--- src/rtl/fp_round_norm.sv ---
// Normalize and round-to-nearest-even an extended FP mantissa into IEEE-754 single.
// Multi-cycle: one left shift per cycle, single operand in flight.
module fp_round_norm #(
   parameter int PRECISION = 3
) (
   input  logic                   clk,
   input  logic                   rst_n,
   input  logic                   in_valid,
   output logic                   in_ready,
   input  logic                   in_sign,
   input  logic [7:0]             in_exp,
   input  logic [24+PRECISION:0]  in_mant,
   output logic                   out_valid,
   input  logic                   out_ready,
   output logic [31:0]            out_result,
   output logic [2:0]             out_flags
);

   localparam int P  = PRECISION;
   localparam int MW = 25 + P;
   localparam int UW = MW - P;

   typedef enum logic [1:0] {IDLE, NORM, ROUND, DONE} state_t;

   state_t          state, state_n;
   logic            sign_q, sign_n;
   logic [8:0]      exp_q, exp_n;
   logic [MW-1:0]   mant_q, mant_n;
   logic [31:0]     res_q, res_n;
   logic [2:0]      flg_q, flg_n;

   logic            is_spec, is_zero;
   logic            guard, sticky, lsb, inc, inexact;
   logic [UW-1:0]   up;
   logic            hid;
   logic [22:0]     frac;
   logic [8:0]      exp_r;

   always_ff @(posedge clk) begin
      if (!rst_n) begin
         state  <= IDLE;
         sign_q <= 1'b0;
         exp_q  <= '0;
         mant_q <= '0;
         res_q  <= '0;
         flg_q  <= '0;
      end else begin
         state  <= state_n;
         sign_q <= sign_n;
         exp_q  <= exp_n;
         mant_q <= mant_n;
         res_q  <= res_n;
         flg_q  <= flg_n;
      end
   end

   // Rounding works on the upper part only; the carry out lands in up[UW-1].
   always_comb begin
      guard   = mant_q[P-1];
      sticky  = |mant_q[P-2:0];
      lsb     = mant_q[P];
      inc     = guard && (sticky || lsb);
      inexact = |mant_q[P-1:0];
      up      = {1'b0, mant_q[MW-2:P]} + UW'(inc);
      hid     = up[UW-1] | up[UW-2];
      frac    = up[UW-1] ? up[UW-2:1] : up[UW-3:0];
      exp_r   = exp_q + {8'b0, up[UW-1]};
   end

   assign is_spec = (in_exp == 8'hFF);
   assign is_zero = !is_spec && (in_mant == '0);

   always_comb begin
      state_n = state;
      sign_n  = sign_q;
      exp_n   = exp_q;
      mant_n  = mant_q;
      res_n   = res_q;
      flg_n   = flg_q;
      case (state)
         IDLE: begin
            if (in_valid) begin
               sign_n = in_sign;
               exp_n  = {1'b0, (in_exp == 8'h00) ? 8'd1 : in_exp};
               mant_n = in_mant;
               unique case (1'b1)
                  is_spec: begin
                     res_n   = {in_sign, 8'hFF, in_mant[22+P:P]};
                     flg_n   = 3'b000;
                     state_n = DONE;
                  end
                  is_zero: begin
                     res_n   = {in_sign, 31'b0};
                     flg_n   = 3'b000;
                     state_n = DONE;
                  end
                  default: state_n = NORM;
               endcase
            end
         end
         NORM: begin
            unique case (1'b1)
               mant_q[MW-1]: begin
                  mant_n  = {1'b0, mant_q[MW-1:2], mant_q[1] | mant_q[0]};
                  exp_n   = exp_q + 9'd1;
                  state_n = ROUND;
               end
               (!mant_q[MW-1] && !mant_q[MW-2] && exp_q > 9'd1): begin
                  mant_n = {mant_q[MW-2:0], 1'b0};
                  exp_n  = exp_q - 9'd1;
               end
               default: state_n = ROUND;
            endcase
         end
         ROUND: begin
            state_n = DONE;
            if (exp_r >= 9'd255) begin
               res_n = {sign_q, 8'hFF, 23'b0};
               flg_n = 3'b101;
            end else begin
               res_n = {sign_q, hid ? exp_r[7:0] : 8'h00, frac};
               flg_n = {1'b0, !hid && inexact, inexact};
            end
         end
         DONE: begin
            if (out_ready) state_n = IDLE;
         end
         default: state_n = IDLE;
      endcase
   end

   assign in_ready   = (state == IDLE);
   assign out_valid  = (state == DONE);
   assign out_result = res_q;
   assign out_flags  = flg_q;

endmodule

--- config.mk ---
export PLATFORM = sky130hd
export DESIGN_NAME = fp_round_norm
export DESIGN_NICKNAME = d
export VERILOG_FILES = /design/src/rtl/fp_round_norm.sv
export SDC_FILE = /design/constraint.sdc
export NUM_CORES = 1
export LEC_CHECK = 0
export BUFFER_PORTS_ARGS = -buffer_cell sky130_fd_sc_hd__buf_2
export CAP_MARGIN = 40
export CORE_UTILIZATION = 57
export CTS_CLUSTER_SIZE = 16
export DETAILED_ROUTE_END_ITERATION = 16
export HOLD_SLACK_MARGIN = 0.06
export PLACE_DENSITY = 0.8
export SLEW_MARGIN = 5
export SYNTH_ARGS = -nofsm -noshare
export SYNTH_HDL_FRONTEND = slang
export SYNTH_SLANG_ARGS = --single-unit
--- constraint.sdc ---
create_clock -name clk -period 4 [get_ports clk]
set_input_delay 0.8 -clock clk [delete_from_list [all_inputs] [get_ports clk]]
set_output_delay 0.8 -clock clk [all_outputs]
set_load 0.005 [all_outputs]
==> summary.txt, run 1 <==
# fillers = 671
Crit path arrival time = 3920 ps
CP required = 4250 ps
Post-DP HPWL = 9540 um
Peak VDD IR = 0.309 mV
Synth Flop Type = dfxtp_1
Chip width = 93.4 um
First-pass GRT wire length = 22500 um
Slew HR = 37.6%
Clk slew on worst S/H paths = 80 ps
Per-cell routed wire length = 18.2 um
Die Y = 93.4 um
Final core occ = 68.0%
Fmax = 273 MHz
GPL Wtd Cong = 0.885
Num CTS Buffers = 9
Gr usage total = 32.9%
Asr flop ratio synth = 0%
Congestion Overflow GR = 0
Root buf cell = clkbuf_8
CP Cell Sequence = and2_1 -> ha_1 -> nand3_1 -> nor2_1 -> and4b_1 -> ha_1 -> nand2_1 -> or3_1 -> a221o_1 -> and4b_1 -> a221oi_2 -> nor2_1
Post-CTS Setup Bufs = 0
Total length of routed wires = 13900 um
#FFs+latches synth = 75
Max-Cap Viols = 0
Layout Cell Area excl Fill = 0.00536 mm2
Register area share after synthesis = 31.5%
Core area = 0.00789 mm2
Syn_area_per_cell = 7.80 um2
Post-cts resize count = 0
Post-route setup TNS = 0 ps
Slew @ Worst Pin = 936 ps
Tmin final = 3670 ps
Initial core utilization = 60.4%
Area grow syn2layout = 12.6%
IO buf count = 77
Cell area power density = 697 mW/mm2
Drt pass-1 iters = 4
RSZ-0062 raised after global routing = no
Synthesized cell area = 0.00476 mm2
Initial antenna violation count = 0
Share of layout cells above drive strength 1 = 18.6%
Post-route DRC violation count = 0
Max incr delay on CP = 460 ps
Final hold violation count = 0
Ant. Diodes = 0
Critical Path Fanout Max = 12
Die Area = 0.00872 mm2
Mapped Cells = 610
Net count after synthesis = 661
Endpoint type of the worst setup path = register
DR vias = 4989
Hold-fix buffers, CTS = 0
Antenna-violating nets left = 0
Crit path max-delay cell type = dfxtp_1
Type of the worst setup path = reg2reg
Period utilisation layout = 91.7%
YS warnings = 0
Hold/Removal Path Class = reg2reg
Cell row count = 32
H-tree Lvls = 3
Post-synth EDFFs = 0
Worst skew pair latency = 360 ps
Status = finished, final reports clean
Final clock skew = 10.7 ps
# IOs = 78
Setup Viol. Count Final = 0
Largest net degree at the start of global routing = 40
Vias per std cell = 6.55
Final slew viol count = 0
Area post-placement = 0.00514 mm2
Final Power = 3.73 mW
Startpoint types = register
Vias in the first global route = 4484
1st-iter DRT viols = 505
# clock sinks = 75
CTS tree = yes
Post-synthesis cell type count = 65
Final #Nets = 707
Clock Path Buffers = 2
LEAKAGE = 2.01 nW
worst max-delay path, delay by kind of cell (launching register included):
kind | cells | cell delay [ps]
simple gates | 8 | 1980
compound gates | 2 | 700
flops | 1 | 460
fa+ha+maj | 2 | 440
placed cells by master (no fill, tap or decap), types with 6 or more instances in the layout:
cell / count
ha_1: 9
inv_1: 14
a211oi_1: 28
a22oi_1: 48
a21oi_1: 48
o211ai_1: 6
nand2_1: 25
nor2b_1: 6
nand4b_1: 9
buf_2: 77
nand3_1: 48
clkbuf_8: 10
nor4_1: 9
xnor2_1: 16
buf_4: 14
a221o_1: 6
xor2_1: 10
nor3_1: 9
nor2_1: 76
nand4_1: 11
dfxtp_1: 75
o21ai_1: 21
cell type report:
class                           instances  area, um2  share of cell area, %
Inverter                               16       60.1                   1.12
Timing Repair Buffer                   91        490                   9.15
Clock inverter                          5       77.6                   1.45
Multi-Input combinational cell        463       2970                   55.3
Tap cell                              102        128                   2.38
Clock buffer                           10        138                   2.57
Sequential cell                        75       1500                   28.0
per-layer routing:
metal	wire (um)	part of all wire (%)	global-route usage (%)	vias to the layer above
li1	-	-	-	2350
met1	6020	43	45.5	2338
met2	6350	46	51.5	268
met3	1230	8.9	6.02	33
met4	290	2.1	10.5	0
met5	0	0	0	-
per-stage QoR:
step,hold WS [ps],cells,setup WS [ps]
after CTS,470,762,395
after detailed placement,458,747,411
after global placement,442,747,588
after floorplan,436,610,842
final,470,762,333
after global routing,496,762,71.8
sequential cells by signal, summed over array words and instances, names as in the netlist:
| signal | count |
|---|---|
| out_result | 32 |
| mant_q | 28 |
| exp_q | 9 |
| out_flags | 3 |
| state | 2 |
| sign_q | 1 |
cells in the mapped netlist (all sizes together), types with 2 or more instances:
| cell type | count | share of area (%) |
|---|---|---|
| nor2 | 78 | 6.3 |
| dfxtp | 75 | 32 |
| nand3 | 50 | 5.6 |
| a21oi | 48 | 5.0 |
| a22oi | 48 | 7.6 |
| clkbuf | 33 | 2.6 |
| a211oi | 28 | 4.4 |
| nand2 | 26 | 2.1 |
| o21ai | 26 | 2.7 |
| buf | 23 | 2.5 |
| inv | 16 | 1.3 |
| xnor2 | 16 | 2.9 |
| nand4 | 12 | 1.7 |
| nor4 | 12 | 2.2 |
| nor3 | 11 | 1.5 |
| ha | 10 | 2.6 |
| xor2 | 10 | 1.8 |
| nand4b | 9 | 1.7 |
| a221o | 6 | 1.3 |
| mux2i | 6 | 1.5 |
| nor2b | 6 | 0.79 |
| o211ai | 6 | 0.95 |
| and3 | 5 | 0.66 |
| mux2 | 5 | 1.2 |
| o21bai | 4 | 0.63 |
| o311ai | 4 | 0.74 |
| or3 | 4 | 0.53 |
| a31oi | 3 | 0.39 |
| and2 | 3 | 0.39 |
| nand2b | 3 | 0.39 |
| o22ai | 3 | 0.39 |
| or2 | 3 | 0.39 |
| a21o | 2 | 0.32 |
| a41oi | 2 | 0.53 |
| and4b | 2 | 0.42 |
path summary, 6_finish.rpt:
kind | slack (ps) | end | start | cells past startpoint
worst max-delay path | 330 | out_result[1]$_SDFFE_PN0P_ | mant_q[2]$_SDFFE_PN0P_ | 12
worst min-delay path | 470 | sign_q$_SDFFE_PN0P_ | sign_q$_SDFFE_PN0P_ | 2
worst max register to register | 330 | out_result[1]$_SDFFE_PN0P_ | mant_q[2]$_SDFFE_PN0P_ | 12
worst min register to register | 470 | sign_q$_SDFFE_PN0P_ | sign_q$_SDFFE_PN0P_ | 2
cell families (layout without fill, tap and decap cells):
family | Yosys count | count (layout) | synth area share (%)
adder cells (fa/ha/maj) | 10 | 10 | 2.63
multiplexers | 11 | 11 | 2.71
AND/OR/NAND/NOR | 228 | 228 | 25.3
AO/OA/AOI/OAI | 188 | 188 | 26.7
buffers and inverters | 72 | 122 | 6.41
flip-flops | 75 | 75 | 31.5
XOR/XNOR | 26 | 26 | 4.78
power by group:
part	switching, mW	total [mW]	internal (mW)	leakage (nW)
logic	1.12	1.81	0.690	1.29
clock network	0.305	0.668	0.363	0.108
registers	0.340	1.26	0.917	0.610
Power figures use the tool's default switching activity.
==> run 2, diff against run 1 <==
- CORE_ASPECT_RATIO: unset -> 1.5
==> summary.txt, run 2 (synthesis results as in run 1) <==
Status = finished, final reports clean
Cell row count = 40
Area grow syn2layout = 16.0%
Total length of routed wires = 14300 um
Drt pass-1 iters = 5
Period utilisation layout = 92.4%
Final Hold Slack = 466 ps
Hold-fix buffers, CTS = 0
Most frequent cells in the layout = buf_2, nor2_1, dfxtp_1
Clock network fraction of total power = 21.5%
Critical R2R Capture = out_result[19]$_SDFFE_PN0P_
Antenna-violating nets left = 0
Clk slew on worst S/H paths = 60 ps
Post-CTS Setup Bufs = 0
Die Area = 0.00873 mm2
Post-DP HPWL = 9980 um
Vias in the first global route = 4776
Congestion Overflow GR = 0
Peak VDD IR = 0.433 mV
Switching portion of total power = 44.9%
Crit path arrival time = 3970 ps
Ant. Diodes = 0
Non-Filler Instances = 767
Die Y = 114 um
Share of layout cells above drive strength 1 = 18.7%
Internal Pwr Total = 2.22 mW
GPL Wtd Cong = 0.937
Placed Cells = 752
# IOs = 78
Hold_sp = out_result[28]$_SDFFE_PN0P_
Critical Path Start = mant_q[2]$_SDFFE_PN0P_
Post-cts resize count = 0
First-pass GRT wire length = 23600 um
Hold Crit Depth = 2
Fmax = 271 MHz
Initial core utilization = 59.1%
Worst skew pair latency = 350 ps
Clock Path Buffers = 2
Layout Cell Area excl Fill = 0.00552 mm2
Tmin final = 3690 ps
Chip width = 76.6 um
Max-Cap Viols = 0
Max reg flops = 32
H-tree Lvls = 3
Num CTS Buffers = 9
Core area = 0.00806 mm2
Final clock skew = 7.28 ps
Gr usage total = 34.1%
CP required = 4270 ps
1st-iter DRT viols = 457
Final Power = 4.03 mW
Worst r2r path cells = 12
RSZ-0062 raised after global routing = no
Setup Viol. Count Final = 0
LEAKAGE = 2.08 nW
Vias per std cell = 6.57
Endpoint type of the worst setup path = register
Area post-placement = 0.00522 mm2
Startpoint types = register
Hold/Removal Path Class = reg2reg
Final core occ = 68.5%
Final worst slack = 305 ps
Initial antenna violation count = 0
Final slew viol count = 0
Logic gate share of total power = 48.0%
Commonest non-fill, non-tap cell in the layout = buf_2
Sw Pwr = 1.81 mW
Critical Path Fanout Max = 12
DR vias = 5042
Type of the worst setup path = reg2reg
Hold Path Sink = out_result[28]$_SDFFE_PN0P_
Post-route setup TNS = 0 ps
Per-cell routed wire length = 18.6 um
Final #Nets = 709
IO buf count = 77
Post-route DRC violation count = 0
Seq pwr share = 30.4%
Root buf cell = clkbuf_16
Largest net degree at the start of global routing = 48
Slew HR = 54.0%
Worst reg2reg setup slack = 310 ps
Cell area power density = 731 mW/mm2
R2R Path Start = mant_q[2]$_SDFFE_PN0P_
CTS tree = yes
# clock sinks = 75
Pre-CTS setup slack = 477 ps
Slew @ Worst Pin = 689 ps
Final hold violation count = 0
run 2: cell types whose count changed in the layout (fill, tap and decap cells not counted), sizes merged:
cell / delta
buf: +2
clkinv: +1
clkinvlp: -1
run 2: area by class of cell:
cell class                      instances  area, um2
Timing Repair Buffer                   93        566
Inverter                               16       60.1
Clock inverter                          5       78.8
Fill cell                             701       2530
Multi-Input combinational cell        463       2960
Sequential cell                        75       1500
Tap cell                              105        131
Clock buffer                           10        229
run 2: power by group through the flow:
stage	Sequential [mW]	Clock [mW]	Combinational (mW)
finish	1.23	0.868	1.94
global route	1.26	0.898	2.11
CTS	1.22	0.868	1.91
detailed placement	1.23	0	1.89
global placement	1.23	0	1.74
floorplan	1.07	0	1.55
run 2: worst max path at each step:
stage / cells after the start / end / slack [ps]
6_report: 12 / out_result[19]$_SDFFE_PN0P_ / 310
2_1_floorplan: 14 / out_result[11]$_SDFFE_PN0P_ / 840
3_3_place_gp: 12 / out_result[1]$_SDFFE_PN0P_ / 590
3_5_place_dp: 12 / out_result[1]$_SDFFE_PN0P_ / 480
4_1_cts: 12 / out_result[1]$_SDFFE_PN0P_ / 410
5_1_grt: 12 / out_result[15]$_SDFFE_PN0P_ / 30
run 2: critical path: stages (launching register included):
cell	delay [ps]
dfxtp_1	450
and2_1	200
ha_1	190
nand3_1	210
nor2_1	360
and4b_1	300
ha_1	250
ha_1	300
nand4_1	150
xnor2_1	280
and4b_1	610
nand3_1	160
a21oi_1	160
run 2: per-layer routing:
metal	wire, um	vias to the layer above	GRT usage [%]
met3	938	47	6.40
met5	0	-	0
met2	7350	221	60.0
met4	634	0	18.8
met1	5350	2425	38.6
li1	-	2349	-
==> run 3, diff against run 2 <==
- BUFFER_PORTS_ARGS: -buffer_cell sky130_fd_sc_hd__buf_2 -> unset
- CORE_UTILIZATION: 57 -> 60
- CTS_CLUSTER_DIAMETER: unset -> 120
- DONT_BUFFER_PORTS: unset -> 1
- PLACE_DENSITY: 0.8 -> 0.76
==> summary.txt, run 3 (synthesis results as in run 1) <==
Status = finished, final reports clean
Peak VDD IR = 0.488 mV
Ant. Diodes = 0
IO buf count = 0
Num CTS Buffers = 9
Commonest non-fill, non-tap cell in the layout = nor2_1
Clock network fraction of total power = 21.5%
Post-DP HPWL = 9700 um
Final core occ = 66.6%
Area grow syn2layout = 7.15%
Sw Pwr = 1.75 mW
LEAKAGE = 1.70 nW
Root buf cell = clkbuf_16
Seq pwr share = 32.1%
Setup Viol. Count Final = 0
CP required = 4230 ps
Period utilisation layout = 90.3%
Hold Path Sink = sign_q$_SDFFE_PN0P_
Worst reg2reg setup slack = 390 ps
Startpoint types = register
Die Y = 111 um
Tmin final = 3610 ps
Share of layout cells above drive strength 1 = 8.05%
Slew @ Worst Pin = 628 ps
Final #Nets = 631
Hold/Removal Path Class = reg2reg
1st-iter DRT viols = 554
Cell area power density = 756 mW/mm2
Clk slew on worst S/H paths = 60 ps
GPL Wtd Cong = 0.928
Die Area = 0.00830 mm2
# clock sinks = 75
Antenna-violating nets left = 0
# IOs = 78
Final Power = 3.86 mW
Type of the worst setup path = reg2reg
Slew HR = 57.0%
Max-Cap Viols = 0
Max reg flops = 32
RSZ-0062 raised after global routing = no
Final Hold Slack = 472 ps
CP Cell Sequence = and2_1 -> ha_1 -> nand3_1 -> nor2_1 -> and4b_1 -> ha_1 -> nand2_1 -> or3_1 -> a221o_1 -> and4b_1 -> a221oi_2 -> nor2_1
Worst skew pair latency = 340 ps
Critical Path Fanout Max = 12
Crit path arrival time = 3840 ps
Initial core utilization = 62.1%
Final clock skew = 3.88 ps
Clock Path Buffers = 2
Layout Cell Area excl Fill = 0.00510 mm2
Area post-placement = 0.00480 mm2
Post-cts resize count = 0
Final slew viol count = 0
Post-route DRC violation count = 0
Internal Pwr Total = 2.11 mW
Chip width = 74.7 um
Post-CTS Setup Bufs = 0
Largest net degree at the start of global routing = 51
Congestion Overflow GR = 0
Most frequent cells in the layout = nor2_1, dfxtp_1, nand3_1, a22oi_1, a21oi_1
Gr usage total = 34.5%
Hold Crit Depth = 2
First-pass GRT wire length = 22300 um
Crit path max-delay cell type = dfxtp_1
Core area = 0.00766 mm2
Vias per std cell = 6.84
Vias in the first global route = 4476
Initial antenna violation count = 0
H-tree Lvls = 3
DR vias = 4694
Total length of routed wires = 13900 um
Critical R2R Capture = out_result[1]$_SDFFE_PN0P_
Fmax = 277 MHz
Worst r2r path cells = 12
Worst path top cell family by delay = simple AND/OR/NAND/NOR gates
Post-route setup TNS = 0 ps
Endpoint type of the worst setup path = register
R2R Path Start = mant_q[2]$_SDFFE_PN0P_
Hold-fix buffers, CTS = 0
Hold_sp = sign_q$_SDFFE_PN0P_
Buffers & Inverters on Critical Path = 0
Per-cell routed wire length = 20.3 um
Max incr delay on CP = 440 ps
Logic gate share of total power = 46.4%
Drt pass-1 iters = 7
CTS tree = yes
Switching portion of total power = 45.3%
Final hold violation count = 0
Cell row count = 39
## run 3: cell types whose count changed in the layout (fill, tap and decap cells not counted), sizes merged
cell	previous run	this run
clkinv	3	1
bufinv	2	1
buf	93	15
clkinvlp	0	2
clkbuf	10	11
## run 3: cell type report
class                           count  area [um2]
Clock buffer                       11         253
Clock inverter                      4        50.0
Fill cell                         665        2560
Inverter                           16        60.1
Multi-Input combinational cell    463        2970
Sequential cell                    75        1500
Tap cell                          102         128
Timing Repair Buffer               15         144
## run 3: worst max-delay path by stage
stage,from,end,cells after the start
3_5_place_dp,mant_q[2]$_SDFFE_PN0P_,out_result[1]$_SDFFE_PN0P_,12
3_3_place_gp,mant_q[2]$_SDFFE_PN0P_,out_result[1]$_SDFFE_PN0P_,12
6_report,mant_q[2]$_SDFFE_PN0P_,out_result[1]$_SDFFE_PN0P_,12
5_1_grt,mant_q[2]$_SDFFE_PN0P_,out_result[15]$_SDFFE_PN0P_,12
4_1_cts,mant_q[2]$_SDFFE_PN0P_,out_result[1]$_SDFFE_PN0P_,12
2_1_floorplan,mant_q[2]$_SDFFE_PN0P_,out_result[11]$_SDFFE_PN0P_,14
## run 3: through the flow
stage | worst slack, ps | instances
3_3_place_gp | 624 | 668
5_1_grt | 153 | 686
3_5_place_dp | 466 | 671
2_1_floorplan | 842 | 610
6_report | 387 | 686
4_1_cts | 444 | 686
## run 3: worst reg2reg max path: cells and delay by family (launching register included)
family	cells	cell delay, ps
compound gates	2	700
fa+ha+maj	2	440
simple gates	8	1940
flops	1	440
## run 3: power by group through the flow
stage	logic [mW]	clock network [mW]	registers (mW)
after floorplan	1.55	0	1.07
after global placement	1.67	0	1.23
after detailed placement	1.75	0	1.24
after CTS	1.77	0.838	1.23
after global routing	1.97	0.866	1.27
final	1.79	0.831	1.24
## run 3: metal layers
layer / GRT usage (%) / up-vias / routed length (um)
met5: 0 / - / 0
met4: 15.7 / 0 / 490
met3: 7.27 / 37 / 1100
met2: 57.8 / 223 / 7040
met1: 40.7 / 2235 / 5270
li1: - / 2199 / -
